### config.mk
export PLATFORM = sky130hd
export DESIGN_NAME = ahb_manager_dma_seq
export DESIGN_NICKNAME = d
export VERILOG_FILES = /design/src/rtl/ahb_manager_dma_seq_pkg.sv /design/src/rtl/ahb_dma_rd_fifo.sv /design/src/rtl/ahb_manager_dma_seq.sv
export SDC_FILE = /design/constraint.sdc
export NUM_CORES = 1
export LEC_CHECK = 0
export BUFFER_PORTS_ARGS = -buffer_cell sky130_fd_sc_hd__buf_2
export CORE_ASPECT_RATIO = 1.75
export CORE_MARGIN = 4
export CORE_UTILIZATION = 50
export CTS_CLUSTER_SIZE = 20
export DETAILED_ROUTE_END_ITERATION = 10
export PLACE_DENSITY = 0.7
export RECOVER_POWER = 50
export SYNTH_ARGS = -nofsm -noshare
export SYNTH_HDL_FRONTEND = slang
export SYNTH_SLANG_ARGS = --single-unit
### constraint.sdc
create_clock -name i_hclk -period 9.08 [get_ports i_hclk]
set_clock_uncertainty 0.05 [all_clocks]
set_input_delay 1.362 -clock i_hclk [delete_from_list [all_inputs] [get_ports i_hclk]]
set_output_delay 1.362 -clock i_hclk [all_outputs]
set_load 0.05 [all_outputs]
### src/rtl/ahb_manager_dma_seq_pkg.sv
`default_nettype none
// ============================================================================
// Package     : ahb_manager_pack
// Description : Shared types for the AHB manager and its DMA sequencer:
//               transfer size encoding and the sequencer state encoding.
// Revision    : 1.0 - initial release
// ============================================================================
package ahb_manager_pack;

    // HSIZE encoding as presented on the manager user interface.
    typedef enum logic [2:0] {
        W8    = 3'd0,
        W16   = 3'd1,
        W32   = 3'd2,
        W64   = 3'd3,
        W128  = 3'd4,
        W256  = 3'd5,
        W512  = 3'd6,
        W1024 = 3'd7
    } t_hsize;

    // Sequencer states; explicit width keeps the encoding stable across tools.
    typedef enum logic [2:0] {
        IDLE   = 3'd0,
        ARM    = 3'd1,
        STREAM = 3'd2,
        WEND   = 3'd3,
        RDRAIN = 3'd4
    } t_dma_seq_state;

    localparam int ADDR_WDT = 32;

endpackage
`default_nettype wire

### src/rtl/ahb_dma_rd_fifo.sv
`default_nettype none
// ============================================================================
// Module      : ahb_dma_rd_fifo
// Description : Synchronous FIFO for read-return beats. Pop is honoured only
//               when non-empty; push is honoured when not full or when a pop
//               frees a slot in the same cycle.
// Revision    : 1.0 - initial release
// ============================================================================
module ahb_dma_rd_fifo #(
    parameter int WDT   = 64,
    parameter int DEPTH = 8
) (
    input  logic                     i_clk,
    input  logic                     i_rst,
    input  logic                     i_push,
    input  logic [WDT-1:0]           i_data,
    input  logic                     i_pop,
    output logic [WDT-1:0]           o_data,
    output logic                     o_full,
    output logic                     o_empty,
    output logic [$clog2(DEPTH):0]   o_count
);
    localparam int AW    = $clog2(DEPTH);
    localparam int CNT_W = AW + 1;

    logic [WDT-1:0]   mem_q [DEPTH];
    logic [AW-1:0]    wr_ptr_q, wr_ptr_d;
    logic [AW-1:0]    rd_ptr_q, rd_ptr_d;
    logic [CNT_W-1:0] count_q, count_d;
    logic             w_do_push;
    logic             w_do_pop;

    assign o_full    = (count_q == CNT_W'(DEPTH));
    assign o_empty   = (count_q == '0);
    assign o_count   = count_q;
    assign o_data    = mem_q[rd_ptr_q];
    assign w_do_pop  = i_pop & ~o_empty;
    assign w_do_push = i_push & (~o_full | w_do_pop);

    // Next pointer/occupancy; DEPTH is a power of two so pointers wrap freely.
    always_comb begin
        wr_ptr_d = wr_ptr_q;
        rd_ptr_d = rd_ptr_q;
        count_d  = count_q;
        if (w_do_push) begin
            wr_ptr_d = wr_ptr_q + 1'b1;
        end
        if (w_do_pop) begin
            rd_ptr_d = rd_ptr_q + 1'b1;
        end
        case ({w_do_push, w_do_pop})
            2'b10:   count_d = count_q + 1'b1;
            2'b01:   count_d = count_q - 1'b1;
            default: count_d = count_q;
        endcase
    end

    // Pointer and occupancy registers; reset discards any buffered beats.
    always_ff @(posedge i_clk or posedge i_rst) begin
        if (i_rst) begin
            wr_ptr_q <= '0;
            rd_ptr_q <= '0;
            count_q  <= '0;
        end else begin
            wr_ptr_q <= wr_ptr_d;
            rd_ptr_q <= rd_ptr_d;
            count_q  <= count_d;
        end
    end

    // Storage array; contents are don't-care until written.
    always_ff @(posedge i_clk) begin
        if (w_do_push) begin
            mem_q[wr_ptr_q] <= i_data;
        end
    end

endmodule
`default_nettype wire

### src/rtl/ahb_manager_dma_seq.sv
`default_nettype none
// ============================================================================
// Module      : ahb_manager_dma_seq
// Description : Descriptor-driven sequencer feeding the AHB manager user
//               interface. Streams write beats from a valid/ready source and
//               issues read beats against read-FIFO credit, buffering the
//               returned data/address pairs for a valid/ready consumer.
// Revision    : 1.0 - initial release
// ============================================================================
module ahb_manager_dma_seq
    import ahb_manager_pack::*;
#(
    parameter int DATA_WDT      = 32,
    parameter int BEAT_WDT      = 32,
    parameter int RD_FIFO_DEPTH = 8
) (
    input  logic                i_hclk,
    input  logic                i_hreset,
    // command
    input  logic                i_cmd_valid,
    output logic                o_cmd_ready,
    input  logic [31:0]         i_cmd_addr,
    input  logic [BEAT_WDT-1:0] i_cmd_len,
    input  logic                i_cmd_wr,
    input  t_hsize              i_cmd_size,
    // write stream
    input  logic                i_wdata_valid,
    output logic                o_wdata_ready,
    input  logic [DATA_WDT-1:0] i_wdata,
    // read stream
    output logic                o_rdata_valid,
    input  logic                i_rdata_ready,
    output logic [DATA_WDT-1:0] o_rdata,
    output logic [31:0]         o_raddr,
    // manager user interface
    output logic [31:0]         o_mgr_addr,
    output t_hsize              o_mgr_size,
    output logic [BEAT_WDT-1:0] o_mgr_min_len,
    output logic                o_mgr_wr,
    output logic                o_mgr_rd,
    output logic                o_mgr_first_xfer,
    output logic                o_mgr_idle,
    output logic [DATA_WDT-1:0] o_mgr_data,
    output logic                o_mgr_dav,
    input  logic                i_mgr_next,
    input  logic [DATA_WDT-1:0] i_mgr_data,
    input  logic [31:0]         i_mgr_addr,
    input  logic                i_mgr_dav,
    // status
    output logic                o_busy,
    output logic                o_done
);
    localparam int CNT_WDT = $clog2(RD_FIFO_DEPTH) + 1;
    localparam int ENT_WDT = DATA_WDT + ADDR_WDT;

    t_dma_seq_state      state_q, state_d;
    logic [BEAT_WDT-1:0] len_q, len_d;
    logic [BEAT_WDT-1:0] issued_q, issued_d;
    logic [BEAT_WDT-1:0] received_q, received_d;
    logic                is_wr_q, is_wr_d;
    logic                busy_q, busy_d;
    logic                done_q, done_d;

    logic [31:0]         mgr_addr_q, mgr_addr_d;
    t_hsize              mgr_size_q, mgr_size_d;
    logic [BEAT_WDT-1:0] mgr_min_len_q, mgr_min_len_d;
    logic                mgr_wr_q, mgr_wr_d;
    logic                mgr_rd_q, mgr_rd_d;
    logic                mgr_first_q, mgr_first_d;
    logic                mgr_idle_q, mgr_idle_d;
    logic [DATA_WDT-1:0] mgr_data_q, mgr_data_d;
    logic                mgr_dav_q, mgr_dav_d;

    logic                w_rd_active;
    logic                w_fifo_push;
    logic                w_fifo_pop;
    logic                w_fifo_full;
    logic                w_fifo_empty;
    logic [CNT_WDT-1:0]  w_fifo_count;
    logic [ENT_WDT-1:0]  w_fifo_rdata;
    logic [BEAT_WDT:0]   w_used;
    logic                w_credit_ok;

    // A read command accepts returns from its first issue until completion.
    assign w_rd_active = ~is_wr_q & ((state_q == STREAM) | (state_q == RDRAIN));
    assign w_fifo_push = w_rd_active & i_mgr_dav;
    assign w_fifo_pop  = ~w_fifo_empty & i_rdata_ready;

    // Slots already spoken for: buffered beats plus beats issued but not back.
    assign w_used      = {{(BEAT_WDT + 1 - CNT_WDT){1'b0}}, w_fifo_count}
                       + {1'b0, issued_q - received_q};
    assign w_credit_ok = ~w_fifo_full & (w_used < (BEAT_WDT + 1)'(RD_FIFO_DEPTH));

    assign o_cmd_ready   = (state_q == IDLE) & ~i_hreset;
    assign o_wdata_ready = is_wr_q & i_mgr_next &
                           ((state_q == ARM) |
                            ((state_q == STREAM) & (issued_q < len_q)));
    assign o_rdata_valid = ~w_fifo_empty;
    assign {o_rdata, o_raddr} = w_fifo_rdata;

    assign o_mgr_addr       = mgr_addr_q;
    assign o_mgr_size       = mgr_size_q;
    assign o_mgr_min_len    = mgr_min_len_q;
    assign o_mgr_wr         = mgr_wr_q;
    assign o_mgr_rd         = mgr_rd_q;
    assign o_mgr_first_xfer = mgr_first_q;
    assign o_mgr_idle       = mgr_idle_q;
    assign o_mgr_data       = mgr_data_q;
    assign o_mgr_dav        = mgr_dav_q;
    assign o_busy           = busy_q;
    assign o_done           = done_q;

    // Sequencer next-state; UI fields only change on edges where next=1.
    always_comb begin
        state_d       = state_q;
        len_d         = len_q;
        issued_d      = issued_q;
        received_d    = received_q;
        is_wr_d       = is_wr_q;
        busy_d        = busy_q;
        done_d        = 1'b0;
        mgr_addr_d    = mgr_addr_q;
        mgr_size_d    = mgr_size_q;
        mgr_min_len_d = mgr_min_len_q;
        mgr_wr_d      = mgr_wr_q;
        mgr_rd_d      = mgr_rd_q;
        mgr_first_d   = mgr_first_q;
        mgr_idle_d    = mgr_idle_q;
        mgr_data_d    = mgr_data_q;
        mgr_dav_d     = mgr_dav_q;

        if (w_fifo_push) begin
            received_d = received_q + 1'b1;
        end

        case (state_q)
            IDLE: begin
                if (i_cmd_valid) begin
                    len_d         = i_cmd_len;
                    is_wr_d       = i_cmd_wr;
                    issued_d      = '0;
                    received_d    = '0;
                    mgr_addr_d    = i_cmd_addr;
                    mgr_size_d    = i_cmd_size;
                    mgr_min_len_d = i_cmd_len;
                    if (i_cmd_len == '0) begin
                        // Empty descriptor: report completion, touch no bus.
                        done_d = 1'b1;
                    end else begin
                        busy_d  = 1'b1;
                        state_d = ARM;
                    end
                end
            end

            ARM: begin
                if (i_mgr_next) begin
                    if (is_wr_q) begin
                        // First write UI is only presented with real data.
                        if (i_wdata_valid) begin
                            mgr_first_d = 1'b1;
                            mgr_wr_d    = 1'b1;
                            mgr_idle_d  = 1'b0;
                            mgr_dav_d   = 1'b1;
                            mgr_data_d  = i_wdata;
                            issued_d    = {{(BEAT_WDT - 1){1'b0}}, 1'b1};
                            state_d     = STREAM;
                        end
                    end else if (w_credit_ok) begin
                        mgr_first_d = 1'b1;
                        mgr_rd_d    = 1'b1;
                        mgr_idle_d  = 1'b0;
                        issued_d    = {{(BEAT_WDT - 1){1'b0}}, 1'b1};
                        state_d     = STREAM;
                    end
                end
            end

            STREAM: begin
                if (i_mgr_next) begin
                    mgr_first_d = 1'b0;
                    if (issued_q == len_q) begin
                        // Last beat consumed on this edge: park the UI.
                        mgr_wr_d   = 1'b0;
                        mgr_rd_d   = 1'b0;
                        mgr_idle_d = 1'b1;
                        mgr_dav_d  = 1'b0;
                        state_d    = is_wr_q ? WEND : RDRAIN;
                    end else if (is_wr_q) begin
                        // A missing source beat becomes a dav=0 bubble.
                        mgr_dav_d  = i_wdata_valid;
                        mgr_data_d = i_wdata;
                        if (i_wdata_valid) begin
                            issued_d = issued_q + 1'b1;
                        end
                    end else begin
                        // No credit: present rd=0 until the consumer frees a slot.
                        mgr_rd_d = w_credit_ok;
                        if (w_credit_ok) begin
                            issued_d = issued_q + 1'b1;
                        end
                    end
                end
            end

            WEND: begin
                if (i_mgr_next) begin
                    done_d  = 1'b1;
                    busy_d  = 1'b0;
                    state_d = IDLE;
                end
            end

            RDRAIN: begin
                // Completion waits for the last return push, not for the consumer.
                if (received_q == len_q) begin
                    done_d  = 1'b1;
                    busy_d  = 1'b0;
                    state_d = IDLE;
                end
            end

            default: begin
                state_d = IDLE;
            end
        endcase
    end

    // Sequencer and UI registers; reset aborts any command in flight.
    always_ff @(posedge i_hclk or posedge i_hreset) begin
        if (i_hreset) begin
            state_q       <= IDLE;
            len_q         <= '0;
            issued_q      <= '0;
            received_q    <= '0;
            is_wr_q       <= 1'b0;
            busy_q        <= 1'b0;
            done_q        <= 1'b0;
            mgr_addr_q    <= '0;
            mgr_size_q    <= W8;
            mgr_min_len_q <= '0;
            mgr_wr_q      <= 1'b0;
            mgr_rd_q      <= 1'b0;
            mgr_first_q   <= 1'b0;
            mgr_idle_q    <= 1'b1;
            mgr_data_q    <= '0;
            mgr_dav_q     <= 1'b0;
        end else begin
            state_q       <= state_d;
            len_q         <= len_d;
            issued_q      <= issued_d;
            received_q    <= received_d;
            is_wr_q       <= is_wr_d;
            busy_q        <= busy_d;
            done_q        <= done_d;
            mgr_addr_q    <= mgr_addr_d;
            mgr_size_q    <= mgr_size_d;
            mgr_min_len_q <= mgr_min_len_d;
            mgr_wr_q      <= mgr_wr_d;
            mgr_rd_q      <= mgr_rd_d;
            mgr_first_q   <= mgr_first_d;
            mgr_idle_q    <= mgr_idle_d;
            mgr_data_q    <= mgr_data_d;
            mgr_dav_q     <= mgr_dav_d;
        end
    end

    ahb_dma_rd_fifo #(
        .WDT   (ENT_WDT),
        .DEPTH (RD_FIFO_DEPTH)
    ) u_rd_fifo (
        .i_clk   (i_hclk),
        .i_rst   (i_hreset),
        .i_push  (w_fifo_push),
        .i_data  ({i_mgr_data, i_mgr_addr}),
        .i_pop   (w_fifo_pop),
        .o_data  (w_fifo_rdata),
        .o_full  (w_fifo_full),
        .o_empty (w_fifo_empty),
        .o_count (w_fifo_count)
    );

endmodule
`default_nettype wire

==> flow_metrics.env <==
export IMPL_p_leak_nw=13.06
export IMPL_max_freq_mhz=153.1
export IMPL_dpl_hpwl_mm=54.61
export IMPL_crit_arrival_ps=5120
export IMPL_synthToLayoutAreaGrowth_pct=14.45
export IMPL_synthesis_instances=2046
export IMPL_synth_fp_nets=2291
export IMPL_synth_edf_count=512
export IMPL_htreeDepth=2
export IMPL_setup_ws_ps=2549
export IMPL_die_w_um=196.7
export IMPL_p_comb_share_pct=42.7
export IMPL_io_pins=344
export IMPL_yosys_warnings=0
export IMPL_critPathMaxFanout=66
export IMPL_violations="max-capacitance violations, max-slew violations"
export IMPL_postCtsSetupBuffers=0
export IMPL_drive_gt1_share_pct=25.46
export IMPL_die_y_um=338.2
export IMPL_cts_tree="built"
export IMPL_report_final_slew_viol_count=254
export IMPL_synth_seq_cells=696
export IMPL_synth_top_flop_cell="edfxtp_1"
export IMPL_clkPwrFrac_pct=22.2
export IMPL_wl_per_cell_um=24.76
export IMPL_synth_compound_area_share_pct=6.471
export IMPL_cts_sinks=696
export IMPL_switching_share_pct=41.92
export IMPL_pwr_share_seq_pct=35.1
export IMPL_numCtsBuffers=61
export IMPL_syn_area_mm2=0.03115
export IMPL_critPathLaunchType="flop"
export IMPL_hp_class="flop to flop"
export IMPL_vias=19390
export IMPL_fp_coreArea_mm2=0.06141
export IMPL_seq_area_frac_synth_pct=64.15
export IMPL_grt_pass1_wl_mm=122.6
export IMPL_firstDrtPassIters=6
export IMPL_num_nets_final=2638
export IMPL_cp_required_ps=7670
export IMPL_antenna_found_initial=6
export IMPL_synthMuxAreaShare_pct=14.36
export IMPL_synthAdderAreaFrac_pct=3.021
export IMPL_synth_xor_area_share_pct=2.667
export IMPL_power_density_mw_per_mm2=333.8
export IMPL_routed_wl_mm=80.18
export IMPL_p_sw_w=0.004989
export IMPL_worstMarginPinSlew_ps=5712
export IMPL_hold_path_depth=2
export IMPL_yosysUniqueCellTypes=89
export IMPL_peakVddDrop_v=0.0003402
export IMPL_gr_usage_all_layers_pct=23.89
export IMPL_tns_ps=0
export IMPL_design_area_mm2=0.03565
export IMPL_p_int_w=0.006911
export IMPL_port_buffers=343
export IMPL_fillers=4773
export IMPL_place_ws_ps=3721
export IMPL_worstSkewPairLatency_ps=640
export IMPL_status="finished, violations left"
export IMPL_ff2ff_path_depth=17
export IMPL_endpoint_kind="primary output"
export IMPL_ctsHoldBuffers=0
export IMPL_gp_congestion=0.9779
export IMPL_cts_root_buf="clkbuf_16"
export IMPL_initial_utilization_pct=50.72
export IMPL_post_cts_resized=0
export IMPL_dpl_cell_area_mm2=0.03377
export IMPL_slew_headroom_pct=-282.9
export IMPL_layout_commonest_cell="edfxtp_1"
export IMPL_rsz0062_at_grt="false"
export IMPL_setup_viol=0
export IMPL_cap_violations=3
export IMPL_synth_top_family_by_area="multiplexers"
export IMPL_clk_pin_slew_ps=70
export IMPL_most_common_layout_cells="edfxtp_1 (512), buf_2 (199), dfrtp_1 (181)"
export IMPL_drtAntennaViolNets=0
export IMPL_grt_ovfl_total=0
export IMPL_fin_cells=3239
export IMPL_first_iter_violations=1109
export IMPL_die_area_mm2=0.06651
export IMPL_syn_avg_cell_area_um2=15.22
export IMPL_placementRows=120
export IMPL_path_class="flop to primary output"
export IMPL_grt_max_degree=129
export IMPL_grt_pass1_vias=20276
export IMPL_via_per_inst=5.986
export IMPL_clockBufferDepth=3
export IMPL_dp_cells=3123
export IMPL_hold_viol=0
export IMPL_drc_errors=0
export IMPL_synthSimpleGateAreaFrac_pct=7.255
export IMPL_fin_crit_sh_pct=71.92
export IMPL_period_needed_ps=6531
export IMPL_totalPowerFinal_w=0.01190
export IMPL_async_flop_share_pct=26.44
-- cells in the mapped netlist, types with 3 or more instances --
master / count / share of area, %
and4_1: 11 / 0.31
o41ai_1: 4 / 0.11
xnor2_1: 81 / 2.3
mux4_2: 128 / 9.3
inv_1: 84 / 1.0
and3_1: 16 / 0.32
a31oi_1: 9 / 0.18
o211ai_1: 11 / 0.27
nand3_1: 42 / 0.67
or2_1: 3 / 0.060
a21o_1: 24 / 0.58
nor2_1: 99 / 1.2
or4_1: 10 / 0.24
nand4_1: 34 / 0.68
o21a_1: 6 / 0.14
nor3_1: 24 / 0.39
a21oi_2: 3 / 0.084
edfxtp_1: 512 / 49
nand2_1: 117 / 1.4
or3_1: 22 / 0.44
mux2i_1: 8 / 0.26
nand2b_1: 14 / 0.28
mux2_2: 134 / 4.8
buf_6: 3 / 0.11
buf_1: 17 / 0.20
o31ai_1: 18 / 0.43
a211oi_1: 11 / 0.27
nor2b_1: 10 / 0.20
ha_1: 72 / 2.9
o21bai_1: 4 / 0.096
dfrtp_1: 183 / 15
a21oi_1: 78 / 1.3
nand4b_1: 3 / 0.084
clkbuf_1: 52 / 0.63
o21ai_1: 9 / 0.14
or2_2: 4 / 0.080
and2_1: 7 / 0.14
o21ai_0: 77 / 1.2
nor4_1: 19 / 0.38
xor2_1: 12 / 0.34
nor3b_1: 3 / 0.072
buf_2: 8 / 0.13
-- registers in the layout, summed over array words and instances, names as in the netlist, 3 cells and up --
| register | cells |
|---|---|
| o_mgr_data | 32 |
| issued_q | 32 |
| o_mgr_addr | 32 |
| state_q | 3 |
| received_q | 32 |
| u_rd_fifo.mem_q | 512 |
| u_rd_fifo.o_count | 4 |
| o_mgr_min_len | 32 |
| u_rd_fifo.rd_ptr_q | 3 |
| o_mgr_size | 3 |
| u_rd_fifo.wr_ptr_q | 3 |
-- final cells by class --
| class | count | area (µm²) | share of cell area, % |
|---|---|---|---|
| diodes | 3 | 7.507 | 0.02106 |
| clock inverters | 37 | 392.9 | 1.102 |
| repair buffers | 364 | 1704 | 4.780 |
| multi-input cells | 1186 | 10570 | 29.66 |
| flip-flops and latches | 696 | 19990 | 56.07 |
| inverters | 84 | 316.6 | 0.8880 |
| well taps | 793 | 992.2 | 2.783 |
| clock buffers | 76 | 1674 | 4.696 |
-- metrics by stage --
step                hold WS [ps]  utilization, %
detailed placement         413.2           55.00
global placement           404.5           55.00
finish                     425.3           58.05
global route               455.7           58.04
CTS                        429.0           58.36
floorplan                  430.5               -
-- worst max-delay path, stage by stage, from the launching register on --
cell and delay [ps]:
dfrtp_1 2380, buf_4 1010, mux4_2 440, mux2_2 290, buf_2 220
-- path summary, 6_finish.rpt --
| kind | slack (ps) | end | start |
|---|---|---|---|
| max in group asynchronous | 2890 | u_rd_fifo.rd_ptr_q[0]$_DFFE_PP0P_ | i_hreset |
| worst max register to register | 3660 | issued_q[25]$_DFFE_PP0P_ | issued_q[0]$_DFFE_PP0P_ |
| worst min-delay path | 430 | o_mgr_idle$_DFFE_PP1P_ | o_mgr_idle$_DFFE_PP1P_ |
| min in group asynchronous | 2460 | o_busy$_DFFE_PP0P_ | i_hreset |
| worst min register to register | 430 | o_mgr_idle$_DFFE_PP1P_ | o_mgr_idle$_DFFE_PP1P_ |
| worst max-delay path | 2550 | o_raddr[29] | u_rd_fifo.rd_ptr_q[1]$_DFFE_PP0P_ |
-- metal layers --
| metal | global-route usage (%) | share of wire [%] |
|---|---|---|
| met1 | 27.37 | 35 |
| met2 | 41.23 | 51 |
| met3 | 5.642 | 7.2 |
| met4 | 12.88 | 6.6 |
| met5 | 0 | 0.032 |
-- power groups by stage --
stage | Combinational [W] | Sequential (W) | Clock [W]
floorplan | 0.00319 | 0.00483 | 0
global placement | 0.00506 | 0.00423 | 0
detailed placement | 0.00511 | 0.00424 | 0
CTS | 0.00514 | 0.00418 | 0.00270
global route | 0.00539 | 0.00422 | 0.00283
finish | 0.00508 | 0.00418 | 0.00264
-- cell families after synthesis --
kind of cell             count (synthesis)
flip-flops                             696
AND/OR/NAND/NOR                        449
AO/OA/AOI/OAI                          299
multiplexers                           270
buffers and inverters                  164
XOR/XNOR                                94
adder cells (fa/ha/maj)                 74
Note: power is estimated with default switching activity, not from simulation.
